File: src/rtl/serial_subtractor_pkg.sv
// ---------------------------------------------------------------------------
// sub_pkg : shared state encoding and sizing helper for serial_subtractor.
// Rev 1.0
// ---------------------------------------------------------------------------
`default_nettype none

package sub_pkg;

  typedef enum logic [1:0] {
    IDLE = 2'd0,
    BUSY = 2'd1,
    DONE = 2'd2
  } sub_state_t;

  function automatic int nchunk(input int n, input int w);
    return n / w;
  endfunction

endpackage

`default_nettype wire

File: src/rtl/serial_subtractor_if.sv
// ---------------------------------------------------------------------------
// serial_subtractor_if : operand/result bus with START/BUSY/DONE handshake.
// Rev 1.0
// ---------------------------------------------------------------------------
`default_nettype none

interface serial_subtractor_if #(
  parameter int N = 32
);
  logic         EN;
  logic         START;
  logic [N-1:0] A;
  logic [N-1:0] B;
  logic         BUSY;
  logic         DONE;
  logic [N-1:0] DIFF;
  logic         B_OUT;
  logic         OVF;
  logic         ZERO;

  modport master (
    output EN, START, A, B,
    input  BUSY, DONE, DIFF, B_OUT, OVF, ZERO
  );

  modport slave (
    input  EN, START, A, B,
    output BUSY, DONE, DIFF, B_OUT, OVF, ZERO
  );
endinterface

`default_nettype wire

File: src/rtl/serial_subtractor_chunk.sv
// ---------------------------------------------------------------------------
// chunk_subtractor : combinational W-bit A - B - BIN with borrow out.
// Rev 1.0
// ---------------------------------------------------------------------------
`default_nettype none

module chunk_subtractor #(
  parameter int W = 8
) (
  input  logic [W-1:0] A,
  input  logic [W-1:0] B,
  input  logic         BIN,
  output logic [W-1:0] D,
  output logic         BOUT
);

  logic [W:0] w_res;

  // A negative W+1-bit difference always sets bit W, which is the borrow.
  assign w_res = {1'b0, A} - {1'b0, B} - {{W{1'b0}}, BIN};
  assign D     = w_res[W-1:0];
  assign BOUT  = w_res[W];

endmodule

`default_nettype wire

File: src/rtl/serial_subtractor.sv
// ---------------------------------------------------------------------------
// serial_subtractor : chunk-serial N-bit DIFF = A - B, W bits per cycle.
// Rev 1.0
// ---------------------------------------------------------------------------
`default_nettype none

module serial_subtractor
  import sub_pkg::*;
#(
  parameter int N = 32,
  parameter int W = 8
) (
  input  logic          CLOCK,
  input  logic          RST,
  serial_subtractor_if.slave bus
);

  localparam int            NCHUNK = nchunk(N, W);
  localparam int            KW     = (NCHUNK > 1) ? $clog2(NCHUNK) : 1;
  localparam logic [KW-1:0] K_LAST = KW'(NCHUNK - 1);

  if (N % W != 0) begin : g_bad_cfg
    $error("serial_subtractor: N (%0d) must be a multiple of W (%0d)", N, W);
  end

  sub_state_t    state_q;
  logic [KW-1:0] k_q;
  logic [N-1:0]  a_q, b_q, acc_q, diff_q;
  logic          borrow_q, bout_q, ovf_q, zero_q;
  logic [N-1:0]  acc_d;
  logic [W-1:0]  chunk_d;
  logic          chunk_bout;

  chunk_subtractor #(.W(W)) u_chunk (
    .A    (a_q[k_q*W +: W]),
    .B    (b_q[k_q*W +: W]),
    .BIN  (borrow_q),
    .D    (chunk_d),
    .BOUT (chunk_bout)
  );

  // On the last chunk acc_d is the complete difference, so flags use it directly.
  always_comb begin
    acc_d = acc_q;
    acc_d[k_q*W +: W] = chunk_d;
  end

  always_ff @(posedge CLOCK or posedge RST) begin
    if (RST) begin
      state_q  <= IDLE;
      k_q      <= '0;
      a_q      <= '0;
      b_q      <= '0;
      acc_q    <= '0;
      borrow_q <= 1'b0;
      diff_q   <= '0;
      bout_q   <= 1'b0;
      ovf_q    <= 1'b0;
      zero_q   <= 1'b0;
    end else if (bus.EN) begin
      case (state_q)
        IDLE, DONE: begin
          if (bus.START) begin
            a_q      <= bus.A;
            b_q      <= bus.B;
            borrow_q <= 1'b0;
            k_q      <= '0;
            state_q  <= BUSY;
          end else begin
            state_q  <= IDLE;
          end
        end
        BUSY: begin
          acc_q    <= acc_d;
          borrow_q <= chunk_bout;
          k_q      <= k_q + KW'(1);
          if (k_q == K_LAST) begin
            diff_q  <= acc_d;
            bout_q  <= chunk_bout;
            ovf_q   <= (a_q[N-1] != b_q[N-1]) && (acc_d[N-1] != a_q[N-1]);
            zero_q  <= (acc_d == '0);
            state_q <= DONE;
          end
        end
        default: state_q <= IDLE;
      endcase
    end
  end

  assign bus.BUSY  = (state_q == BUSY);
  assign bus.DONE  = (state_q == DONE);
  assign bus.DIFF  = diff_q;
  assign bus.B_OUT = bout_q;
  assign bus.OVF   = ovf_q;
  assign bus.ZERO  = zero_q;

endmodule

`default_nettype wire

File: src/flat_wrapper.sv
// flat-port wrapper written by rule: the top's interface ports become plain ports
module serial_subtractor_flat import sub_pkg::*;
#(
  parameter int N = 32,
  parameter int W = 8
)
  (CLOCK, RST, bus_EN, bus_START, bus_A, bus_B, bus_BUSY, bus_DONE, bus_DIFF, bus_B_OUT, bus_OVF, bus_ZERO);
  serial_subtractor_if #(.N(N)) bus_i ();
  input  logic CLOCK;
  input  logic RST;
  input wire logic [$bits(bus_i.EN)-1:0] bus_EN;
  input wire logic [$bits(bus_i.START)-1:0] bus_START;
  input wire logic [$bits(bus_i.A)-1:0] bus_A;
  input wire logic [$bits(bus_i.B)-1:0] bus_B;
  output wire logic [$bits(bus_i.BUSY)-1:0] bus_BUSY;
  output wire logic [$bits(bus_i.DONE)-1:0] bus_DONE;
  output wire logic [$bits(bus_i.DIFF)-1:0] bus_DIFF;
  output wire logic [$bits(bus_i.B_OUT)-1:0] bus_B_OUT;
  output wire logic [$bits(bus_i.OVF)-1:0] bus_OVF;
  output wire logic [$bits(bus_i.ZERO)-1:0] bus_ZERO;
  assign bus_i.EN = bus_EN;
  assign bus_i.START = bus_START;
  assign bus_i.A = bus_A;
  assign bus_i.B = bus_B;
  assign bus_BUSY = bus_i.BUSY;
  assign bus_DONE = bus_i.DONE;
  assign bus_DIFF = bus_i.DIFF;
  assign bus_B_OUT = bus_i.B_OUT;
  assign bus_OVF = bus_i.OVF;
  assign bus_ZERO = bus_i.ZERO;
  serial_subtractor #(.N(N), .W(W)) u_core (.CLOCK(CLOCK), .RST(RST), .bus(bus_i));
endmodule
File: config.mk
export PLATFORM = sky130hd
export DESIGN_NAME = serial_subtractor_flat
export DESIGN_NICKNAME = d
export VERILOG_FILES = /design/src/rtl/serial_subtractor_pkg.sv /design/src/rtl/serial_subtractor_if.sv /design/src/rtl/serial_subtractor_chunk.sv /design/src/rtl/serial_subtractor.sv /design/src/flat_wrapper.sv
export SDC_FILE = /design/constraint.sdc
export NUM_CORES = 1
export LEC_CHECK = 0
export CORE_MARGIN = 4
export CORE_UTILIZATION = 48
export DETAILED_ROUTE_END_ITERATION = 12
export PLACE_DENSITY = 0.73
export REMOVE_ABC_BUFFERS = 1
export SETUP_SLACK_MARGIN = 0.4
export SLEW_MARGIN = 20
export SYNTH_ARGS = -nofsm -noshare
export SYNTH_HDL_FRONTEND = slang
export SYNTH_SLANG_ARGS = --single-unit
File: constraint.sdc
create_clock -name CLOCK -period 5 [get_ports CLOCK]
set_input_delay 0.5 -clock CLOCK [delete_from_list [all_inputs] [get_ports CLOCK]]
set_output_delay 0.5 -clock CLOCK [all_outputs]
set_load 0.1 [all_outputs]
# == Word level (Yosys, flattened, before mapping) ==
# Index checks and enable logic that the tools add are counted.
# op_classes
n_addsub,4
eq_ne,7
shift,4
n_mux,8
n_reduce_logical,10
# ops
operator,count
$shiftx 32x6->8,2
$neg 5->34,1
$shift 8x34->32 const A,1
$shiftx 8x34->32,1
$bwmux 32,1
$logic_not 32->1,1
$reduce_and 3->1,3
$sub 8x8->9,1
$sub 9x1->9,1
$pmux 2 s2,2
$eq 2x2->1 const B,2
$mux 2,2
$reduce_and 2->1,2
$add 2x1->2 const B,1
$eq 2x1->1 const B,1
$logic_not 2->1,1
$mux 1,2
$ne 1x1->1,2
$ne 2x1->1 const B,1
$ne 2x2->1 const B,1
$pmux 1 s2,1
$reduce_bool 2->1,1
$reduce_or 2->1,1
$logic_and 1x1->1,1
# word_totals
regBits,136
inputBits,68
word_cells,43

# == Depth between registers and ports, before layout ==
# Gate-level depths: netlist of the first run.
# depth
depth_word,7
depth_mapped,17

# == Modules after synthesis ==
# From an unflattened synthesis of the first run, not the netlist that was laid out.
# hier_totals
hier_cells,572
hier_area_um2,6600.1
# by_module_without_submodules
module,n_inst,cells_per_inst,area_per_inst_um2,seq_area_each_um2
serial_subtractor,1,496,6045.8,3403.3
chunk_subtractor,1,76,554.3,0.0

# == Worst setup path before layout of the first run ==
# No wires, ideal clock.
# synth_path
path_kind,flip-flop to flip-flop
start,reg u_core.k_q[0]
end,"reg u_core.ovf_q, in the netlist u_core.bus.OVF"
setup_time_ns,0.082
arrival_time_ns,3.876
slack_ns,1.042
stages_incl_launch_ff,16
n_path_buf,5
cell_sequence,dfrtp_1 > buf_6 > buf_6 > buf_1 > mux4_2 > ha_1 > inv_1 > ha_1 > clkbuf_1 > or4b_2 > o2111ai_1 > or3_1 > buf_4 > a22oi_4 > or3b_1 > a31oi_1
# synth_between
elab_chain_cells,7
word_cells_on_any_way,12
# synth_lines
element,line,rtl
"start, declared",serial_subtractor.sv:27,logic [KW-1:0] k_q;
"start signal, assigned",serial_subtractor.sv:76,k_q <= k_q + KW'(1);
$shiftx 32x6->8 (on tied branches),"serial_subtractor.sv:35, serial_subtractor.sv:36",
$sub 8x8->9,serial_subtractor_chunk.sv:20,"assign w_res = {1'b0, A} - {1'b0, B} - {{W{1'b0}}, BIN};"
$sub 9x1->9,serial_subtractor_chunk.sv:20,
$shiftx 8x34->32,serial_subtractor.sv:45,acc_d[k_q*W +: W] = chunk_d;
$bwmux 32,serial_subtractor.sv:45,
$ne 1x1->1,serial_subtractor.sv:80,ovf_q <= (a_q[N-1] != b_q[N-1]) && (acc_d[N-1] != a_q[N-1]);
$logic_and 1x1->1,serial_subtractor.sv:80,
"end signal, assigned",serial_subtractor.sv:80,
"end, declared",serial_subtractor.sv:29,"logic borrow_q, bout_q, ovf_q, zero_q;"
# Several ways; a longest one is shown, not always the timed one.
# A chain may end at the register's enable or synchronous reset.

# == Worst setup path in the final report of the first run ==
# layout_path
start,reg u_core.k_q[0]
end,"reg u_core.zero_q, in the netlist u_core.bus.ZERO"
# layout_between
elab_chain_cells,6
word_cells_on_any_way,11
# layout_lines
element,line,rtl
$shiftx 32x6->8 (on tied branches),"serial_subtractor.sv:35, serial_subtractor.sv:36",
$sub 8x8->9,serial_subtractor_chunk.sv:20,
$sub 9x1->9,serial_subtractor_chunk.sv:20,
$shiftx 8x34->32,serial_subtractor.sv:45,
$bwmux 32,serial_subtractor.sv:45,
$logic_not 32->1,serial_subtractor.sv:81,zero_q <= (acc_d == '0);
"end signal, assigned",serial_subtractor.sv:81,
"end, declared",serial_subtractor.sv:29,
# Several ways; a longest one is shown, not always the timed one.

==> impl_metrics.csv, run 1 <==
group,metric,value,unit
clock_tree,path_clk_slew,0.06,ns
routing,routedWlPerCell,18.0,um
cells_and_area,postLayoutCoreUtil,62.4,%
die,std_cell_rows,42,
setup_path,ff2ff_setup_slack,0.82,ns
cells_and_area,syn_to_final_growth,27.1,%
cells_and_area,drive_gt1_share,19.5,%
setup_path,crit_type,"flop to flop",
cells_and_area,diodes,0,
die,start_util,49.1,%
synthesis,yosys_most_used_dff,"dfrtp_1",
die,die_area,0.0155,mm^2
synthesis,syn_avg_cell_area,11.9,um^2
routing,routed_wl,15100,um
routing,ant_nets,0,
clock_tree,numCtsBuffers,17,
setup_path,critPathArrivalTime,4.54,ns
min_path,hold_path.class,"flop to flop",
synthesis,synth-seq-cells,136,
setup_path,cpPeakStageDelay,0.65,ns
synthesis,synth_top_area_share,52.1,%
synthesis,ys_types,56,
placement,gp_congestion,0.828,
sta,worst_pin_slew,1.03,ns
die,core_area,0.0133,mm^2
placement,port_buffers,104,
global_route,grt_max_degree,82,
job,drv_cap,0,
sta,rsz0062_at_grt,"false",
synthesis,async_flop_share,100,%
synthesis,syn_area,0.00653,mm^2
routing,vias,4678,
placement,dp.cells,807,
clock_tree,cts_resized,0,
sta,finalHoldViolCount,0,
die,die-height,125,um
cells_and_area,final_common_cell,"dfrtp_1",
min_path,min_to,"u_core.bus.DIFF[16]",
sta,fin_skew,0.00635,ns
min_path,min_path_cells,2,
routing,route.detailed.drc,0,
placement,dp_hpwl,10600,um
setup_path,cp_max_fo,12,
clock_tree,root_buffer,"clkbuf_16",
setup_path,reg2reg_depth,11,
clock_tree,ctsHtreeMaxLevel,4,
synthesis,synth_cells,549,
global_route,grt_use_total,19.8,%
cells_and_area,finalInstanceArea,0.00829,mm^2
synthesis,synth_edf_count,0,
run_status,status,"complete, no violations",
clock_tree,clock_sinks,136,
min_path,holdCritStartpoint,"u_core.bus.DIFF[16]",
global_route,grt_pass1_vias,4978,
setup_path,worstPathCellList,"mux4_2 > fa_1 > fa_1 > nand2b_1 > a21oi_1 > xnor2_1 > a2111oi_0 > and4bb_1 > nand4_1 > a2111oi_2 > a32o_1",
synthesis,yosys-top-cells-area,"dfrtp_1, mux2_2, mux4_2",
global_route,antenna_found_initial,0,
cells_and_area,fill_cells,1058,
setup_path,worstPathRequired,5.36,ns
setup_path,r2r_end,"u_core.bus.ZERO",
synthesis,synth_top_cell_by_area,"dfrtp_1",
setup_path,setup.worst_path.end_class,"flop",
global_route,globalRouteOverflowTotal,0,
setup_path,crit_slowest_cell,"dfrtp_1",
routing,drt_first_pass_iters,4,
cells_and_area,mostFrequentLayoutCells,"dfrtp_1, clkdlybuf4s50_1, mux2_2",
setup_path,rr_startpoint,"u_core.k_q[0]",
setup_path,crit_path_frequent_cell,"fa_1",
sta,tns,0,ns
clock_tree,clk_latency,0.42,ns
sta,finalMaxSlewViolations,0,
die,fp.dieW,125,um
cells_and_area,fin_nets,738,
routing,viasPerCell,5.60,
sta,setup_viol,0,
routing,drtIter0Drc,297,
setup_path,crit_family,"compound AO/OA/AOI/OAI gates",
die,io_pins,105,
synthesis,seq_area_frac_synth,52.1,%
sta,max_freq,239,MHz
cells_and_area,instances_no_fill,836,
clock_tree,clock_path_buffers,2,
setup_path,path_buf_inv,0,
sta,slew_headroom,30.5,%
placement,place_area,0.00773,mm^2
sta,period_needed,4.18,ns
clock_tree,cts_hold_buf,0,
clock_tree,cts_tree,"done",
clock_tree,cts_setup_buffers,0,
synthesis,yosys_warnings,0,
global_route,grt_pass1_wl,24600,um
setup_path,critPathLaunchType,"flop",
sta,period_share,83.6,%
## sequential cells by signal, indices dropped and copies added (netlist names)
signal	cells
u_core.borrow_q	1
u_core.a_q	32
u_core.b_q	32
u_core.bus.DIFF	32
u_core.bus.B_OUT	1
u_core.k_q	2
u_core.state_q	2
u_core.acc_q	32
u_core.bus.ZERO	1
u_core.bus.OVF	1
## kinds of logic (layout without fill, tap and decap cells)
| logic type | after synthesis | after routing | synth area share, % |
|---|---|---|---|
| simple gates | 135 | 135 | 9.89 |
| mux | 82 | 82 | 16.7 |
| flops | 136 | 136 | 52.1 |
| buf+inv | 63 | 174 | 4.04 |
| compound gates | 104 | 104 | 12.0 |
| xor+xnor | 9 | 9 | 1.21 |
| fa+ha+maj | 20 | 20 | 4.06 |
## stage by stage
step | setup WS (ns) | hold slack [ns]
2_1_floorplan | 0.861 | 0.450
3_3_place_gp | 1.00 | 0.463
3_5_place_dp | 0.875 | 0.474
4_1_cts | 0.843 | 0.487
5_1_grt | 0.503 | 0.505
6_report | 0.822 | 0.479
## tightest hold or removal path, cell delays in order, from the launching register on
cell and delay (ns):
dfrtp_1 0.34, nand2_1 0.05, o21ai_0 0.06
## layout make-up
class                      count  area, um^2  area share, %
multi-input combinational    350        2870           34.6
timing repair buffer         116        1130           13.6
clock inverter                 9         103           1.24
tap                          176         220           2.65
sequential                   136        3400           41.0
clock buffer                  20         457           5.51
inverter                      29         114           1.37
## how the worst max path moves through the flow
stage                        from              end  slack [ns]  cells past startpoint
floorplan                     RST    u_core.a_q[0]        0.86                      1
global placement    u_core.k_q[0]  u_core.bus.ZERO        1.00                     12
detailed placement  u_core.k_q[1]  u_core.bus.ZERO        0.88                     11
CTS                 u_core.k_q[0]   u_core.bus.OVF        0.84                     11
global route        u_core.k_q[1]  u_core.bus.ZERO        0.50                     11
finish              u_core.k_q[0]  u_core.bus.ZERO        0.82                     11
## layer usage
metal	wire (um)	global-route usage, %	vias to the layer above
met2	7100	31.3	168
met3	965	5.66	36
met1	6510	24.9	2283
met4	486	9.67	0
li1	-	-	2191
met5	0	0	-
## synth_stat cells, drive strengths merged, types with 2 or more instances
| master | number |
|---|---|
| inv | 29 |
| o21ai | 27 |
| mux2 | 64 |
| nor4 | 3 |
| a21oi | 12 |
| and4b | 2 |
| ha | 18 |
| nand2 | 37 |
| a2111oi | 2 |
| fa | 2 |
| nor2 | 57 |
| xnor2 | 5 |
| a22o | 22 |
| dfrtp | 136 |
| a22oi | 7 |
| nand3 | 3 |
| a32o | 2 |
| and4bb | 2 |
| a31oi | 3 |
| nor2b | 4 |
| xor2 | 4 |
| a221oi | 20 |
| buf | 13 |
| or3 | 3 |
| and2 | 6 |
| mux4 | 15 |
| clkbuf | 21 |
| mux2i | 3 |
| nor3 | 4 |
| o22ai | 3 |
| nand3b | 3 |
| nand2b | 2 |
Power of run 1 is left out: the tool's default activity adds up to more than one toggle a clock period on the data nets, which glitch-free logic cannot reach.
==> inputs of run 2 (changes only) <==
- PLACE_DENSITY: 0.73 -> 0.76
- clock period: 5 -> 3.67 ns (I/O delays scaled with it)
==> impl_metrics.csv, run 2 (same netlist as run 1, synthesis figures left out) <==
group,metric,value,unit
cells_and_area,fin_nets,762,
sta,finalHoldViolCount,0,
global_route,grt_pass1_vias,5042,
setup_path,ff2ff_setup_slack,0.22,ns
die,io_pins,105,
die,die-height,125,um
job,drv_cap,0,
routing,vias,4744,
die,die_area,0.0155,mm^2
sta,rsz0062_at_grt,"true",
setup_path,cp_max_fo,6,
sta,worst_pin_slew,0.997,ns
routing,route.detailed.drc,0,
die,fp.dieW,125,um
cells_and_area,multi_input_area,0.00304,mm^2
setup_path,path_buf_inv,2,
sta,max_freq,289,MHz
setup_path,critPathArrivalTime,3.81,ns
cells_and_area,regArea,0.00341,mm^2
global_route,grt_max_degree,69,
sta,period_share,94.1,%
min_path,hold_path.class,"input port to asynchronous set/reset pin",
global_route,grt_use_total,20.0,%
setup_path,rr_startpoint,"u_core.k_q[0]",
die,std_cell_rows,42,
run_status,status,"complete, no violations",
setup_path,reg2reg_depth,13,
sta,period_needed,3.45,ns
routing,routedWlPerCell,17.6,um
sta,fin_skew,0.0156,ns
clock_tree,clk_latency,0.43,ns
setup_path,crit_path_frequent_cell,"fa_2",
cells_and_area,mostFrequentLayoutCells,"dfrtp_1, clkdlybuf4s50_1, mux2_2",
sta,slew_headroom,33.3,%
setup_path,worstPathCellList,"buf_12 > mux4_2 > inv_1 > fa_2 > fa_2 > nand2b_4 > a21oi_2 > xnor2_1 > a2111oi_2 > and4bb_1 > nand4_1 > a2111oi_4 > a32o_1",
cells_and_area,fill_cells,987,
setup_path,crit_slowest_cell,"dfrtp_2",
clock_tree,clock_path_buffers,2,
global_route,globalRouteOverflowTotal,0,
global_route,antenna_found_initial,0,
global_route,grt_pass1_wl,25000,um
setup_path,crit_family,"compound AO/OA/AOI/OAI gates",
setup_path,critPathLaunchType,"flop",
cells_and_area,finalInstanceArea,0.00872,mm^2
routing,drtIter0Drc,337,
die,core_area,0.0133,mm^2
sta,setup_viol,0,
routing,drt_first_pass_iters,4,
placement,dp_hpwl,10600,um
cells_and_area,final_common_cell,"dfrtp_1",
setup_path,setup.worst_path.end_class,"flop",
routing,routed_wl,15200,um
placement,port_buffers,104,
setup_path,r2r_end,"u_core.bus.ZERO",
setup_path,worstPathRequired,4.02,ns
placement,place_area,0.00787,mm^2
clock_tree,cts_hold_buf,0,
clock_tree,root_buffer,"clkbuf_16",
clock_tree,path_clk_slew,0.05,ns
cells_and_area,syn_to_final_growth,33.6,%
routing,ant_nets,0,
die,start_util,49.1,%
clock_tree,clock_sinks,136,
sta,finalMaxSlewViolations,0,
routing,viasPerCell,5.50,
sta,worst_slack,0.216,ns
cells_and_area,diodes,0,
placement,pre_cts_ws,-0.107,ns
setup_path,crit_type,"flop to flop",
clock_tree,ctsHtreeMaxLevel,4,
clock_tree,numCtsBuffers,17,
clock_tree,cts_tree,"done",
setup_path,cpPeakStageDelay,0.43,ns
placement,gp_congestion,0.886,
cells_and_area,drive_gt1_share,26.8,%
## run 2: worst max-delay path by stage
stage / slack, ns / from / end / depth (start not counted)
6_report: 0.22 / u_core.k_q[0] / u_core.bus.ZERO / 13
4_1_cts: 0.16 / u_core.k_q[0] / u_core.bus.ZERO / 11
5_1_grt: 0.07 / u_core.k_q[0] / u_core.bus.ZERO / 13
3_5_place_dp: -0.11 / u_core.k_q[0] / u_core.bus.ZERO / 13
2_1_floorplan: -0.34 / RST / u_core.a_q[0] / 1
3_3_place_gp: 0.1 / u_core.k_q[0] / u_core.bus.ZERO / 13
## run 2: repair_timing
action | 4_1_cts | 5_1_grt
gates resized for setup | 24 | 13
endpoints found under the setup margin | 20 | 13
pin swaps | 13 | 17
cloned | 0 | 0
setup buffers | 6 | 5
## run 2: metal layers
| layer | vias to the layer above | wire length [um] | share of wire [%] | GRT usage, % |
|---|---|---|---|---|
| li1 | 2236 | - | - | - |
| met1 | 2345 | 6390 | 42 | 25.7 |
| met2 | 147 | 7550 | 50 | 32.5 |
| met3 | 16 | 1060 | 7.0 | 5.66 |
| met4 | 0 | 224 | 1.5 | 7.16 |
| met5 | - | 0 | 0 | 0 |
## run 2: cell type report
cell class	instances	share of cell area, %
flip-flops and latches	136	39.0
multi-input cells	350	34.8
repair buffers	140	15.6
clock buffers	24	5.64
well taps	176	2.52
inverters	29	1.28
clock inverters	8	1.08
## run 2: through the flow
stage / hold slack (ns) / utilization (%) / cells / TNS, ns
floorplan: 0.450 / - / 515 / -47.57
global placement: 0.460 / 59.2 / 820 / 0
detailed placement: 0.474 / 59.2 / 820 / -0.107
CTS: 0.386 / 64.8 / 858 / 0
global route: 0.442 / 65.6 / 863 / 0
finish: 0.374 / 65.6 / 863 / 0
Power of run 2 is left out for the same reason.
==> inputs of run 3 (changes only) <==
- ABC_AREA: unset -> 1
- PLACE_DENSITY: 0.76 -> 0.75
- SLEW_MARGIN: 20 -> 0
==> impl_metrics.csv, run 3 <==
group,metric,value,unit
clock_tree,ctsHtreeMaxLevel,4,
setup_path,worstPathRequired,3.99,ns
cells_and_area,fill_cells,1108,
setup_path,path_buf_inv,1,
synthesis,seq_area_frac_synth,50.6,%
sta,finalMaxSlewViolations,0,
global_route,grt_pass1_wl,27200,um
synthesis,synth_top_cell_by_area,"dfrtp_1",
synthesis,synth_top_area_share,50.6,%
clock_tree,clock_path_buffers,2,
die,fp.dieW,126,um
routing,drtIter0Drc,371,
setup_path,crit_path_start,"u_core.k_q[0]",
setup_path,r2r_end,"u_core.bus.ZERO",
cells_and_area,syn_to_final_growth,28.4,%
die,core_area,0.0135,mm^2
die,die_area,0.0160,mm^2
setup_path,cpPeakStageDelay,0.60,ns
sta,fin_skew,0.00972,ns
routing,viasPerCell,5.34,
clock_tree,cts_hold_buf,0,
placement,dp.cells,998,
global_route,globalRouteOverflowTotal,0,
die,std_cell_rows,42,
sta,rsz0062_at_grt,"true",
placement,dp_hpwl,11300,um
routing,routed_wl,16100,um
routing,ant_nets,0,
routing,drt_first_pass_iters,5,
synthesis,yosys_most_used_dff,"dfrtp_1",
synthesis,yosys-top-cells-area,"dfrtp_1, mux2_2, nand2_1",
synthesis,syn_area,0.00672,mm^2
synthesis,ys_types,33,
setup_path,critPathArrivalTime,3.42,ns
sta,period_share,84.6,%
cells_and_area,diodes,0,
placement,port_buffers,104,
setup_path,crit_slowest_cell,"fa_2",
cells_and_area,regArea,0.00340,mm^2
synthesis,netlist_top_cells_count,"nand2_1, dfrtp_1, nor2_1",
global_route,grt_pass1_vias,5783,
sta,max_freq,322,MHz
synthesis,yosys_warnings,0,
synthesis,synth-seq-cells,136,
clock_tree,numCtsBuffers,17,
routing,vias,5505,
clock_tree,root_buffer,"clkbuf_16",
routing,route.detailed.drc,0,
clock_tree,path_clk_slew,0.06,ns
sta,finalHoldViolCount,0,
setup_path,crit_type,"flop to flop",
sta,period_needed,3.10,ns
die,start_util,50.0,%
setup_path,crit_path_frequent_cell,"nor2_1",
sta,setup_viol,0,
placement,gp_congestion,0.877,
setup_path,cp.depth,16,
run_status,status,"complete, no violations",
synthesis,yosysMostFrequentCell,"nand2_1",
routing,routedWlPerCell,15.6,um
min_path,hold_path.class,"input port to asynchronous set/reset pin",
die,die-height,126,um
setup_path,rr_startpoint,"u_core.k_q[0]",
cells_and_area,drive_gt1_share,17.1,%
cells_and_area,postLayoutCoreUtil,64.2,%
placement,place_area,0.00794,mm^2
cells_and_area,mostFrequentLayoutCells,"nand2_1, dfrtp_1, clkdlybuf4s50_1",
sta,worst_pin_slew,1.18,ns
setup_path,reg2reg_depth,16,
clock_tree,clk_latency,0.43,ns
synthesis,async_flop_share,100,%
setup_path,critPathLaunchType,"flop",
sta,slew_headroom,21.5,%
clock_tree,clock_sinks,136,
global_route,grt_use_total,20.8,%
die,io_pins,105,
global_route,antenna_found_initial,0,
cells_and_area,finalInstanceArea,0.00863,mm^2
cells_and_area,final_common_cell,"nand2_1",
cells_and_area,multi_input_area,0.00297,mm^2
synthesis,synth_edf_count,0,
global_route,grt_max_degree,79,
setup_path,setup.worst_path.end_class,"flop",
setup_path,crit_family,"adder cells",
setup_path,ff2ff_setup_slack,0.57,ns
synthesis,synth_cells,742,
synthesis,syn_avg_cell_area,9.06,um^2
clock_tree,cts_tree,"done",
setup_path,cp_max_fo,18,
setup_path,worstPathCellList,"buf_12 > o21ai_0 > a21oi_1 > fa_2 > fa_2 > nand3_1 > o21ai_0 > nor2_1 > nand3_1 > nor2_1 > nand3_1 > nor2_1 > nand4_1 > nor2_1 > nand4_1 > nand2_1",
job,drv_cap,0,
cells_and_area,instances_no_fill,1031,
setup_path,setup.worst_path.end,"u_core.bus.ZERO",
cells_and_area,fin_nets,931,
-- run 3: cells by family (layout without fill, tap and decap cells) --
logic type | after synthesis | in the layout | synth area share [%]
AOI/OAI and AO/OA | 118 | 118 | 9.79
xor gates and xnor gates | 2 | 2 | 0.372
buffers and inverters | 100 | 213 | 5.92
adders and majority gates | 20 | 20 | 3.95
DFF | 136 | 136 | 50.6
muxes | 60 | 60 | 10.0
and+or+nand+nor | 306 | 306 | 19.3
-- run 3: worst register-to-register path: stages, from the launching register on --
cell and delay (ns):
dfrtp_2 0.48, buf_12 0.18, o21ai_0 0.17, a21oi_1 0.11, fa_2 0.40, fa_2 0.60
nand3_1 0.10, o21ai_0 0.36, nor2_1 0.07, nand3_1 0.10, nor2_1 0.06, nand3_1 0.10
nor2_1 0.05, nand4_1 0.07, nor2_1 0.04, nand4_1 0.06, nand2_1 0.05
-- run 3: worst min-delay path by stage --
stage	start	endpoint	depth (start not counted)
2_1_floorplan	u_core.acc_q[29]	u_core.acc_q[29]	2
3_3_place_gp	u_core.acc_q[19]	u_core.acc_q[19]	2
3_5_place_dp	u_core.acc_q[11]	u_core.acc_q[11]	2
4_1_cts	RST	u_core.bus.DIFF[2]	2
5_1_grt	u_core.bus.DIFF[23]	u_core.bus.DIFF[23]	2
6_report	RST	u_core.acc_q[2]	2
-- run 3: area by class of cell --
| class | instances | share of cell area [%] |
|---|---|---|
| Tap cell | 176 | 2.55 |
| Inverter | 66 | 2.99 |
| Clock inverter | 9 | 1.42 |
| Clock buffer | 22 | 5.49 |
| Sequential cell | 136 | 39.4 |
| Timing Repair Buffer | 116 | 13.7 |
| Multi-Input combinational cell | 506 | 34.4 |
-- run 3: timing repair --
action,CTS,global route
hold endpoints to repair,0,0
setup endpoints to repair,0,12
buffers inserted,0,1
gates resized for setup,0,19
-- run 3: layer usage --
layer	track usage [%]	vias to the layer above	routed length, um
met3	5.42	28	943
met5	0	-	0
li1	-	2643	-
met2	33.9	180	7680
met1	26.9	2654	7120
met4	7.82	0	311
-- run 3: per-stage QoR --
| stage | setup TNS [ns] | hold slack, ns | setup WS (ns) |
|---|---|---|---|
| after floorplan | -45.83 | 0.449 | -0.336 |
| after detailed placement | 0 | 0.466 | 0.499 |
| final | 0 | 0.458 | 0.567 |
| after global placement | 0 | 0.461 | 0.512 |
| after CTS | 0 | 0.464 | 0.445 |
| after global routing | 0 | 0.503 | 0.359 |
Power of run 3 is left out for the same reason.
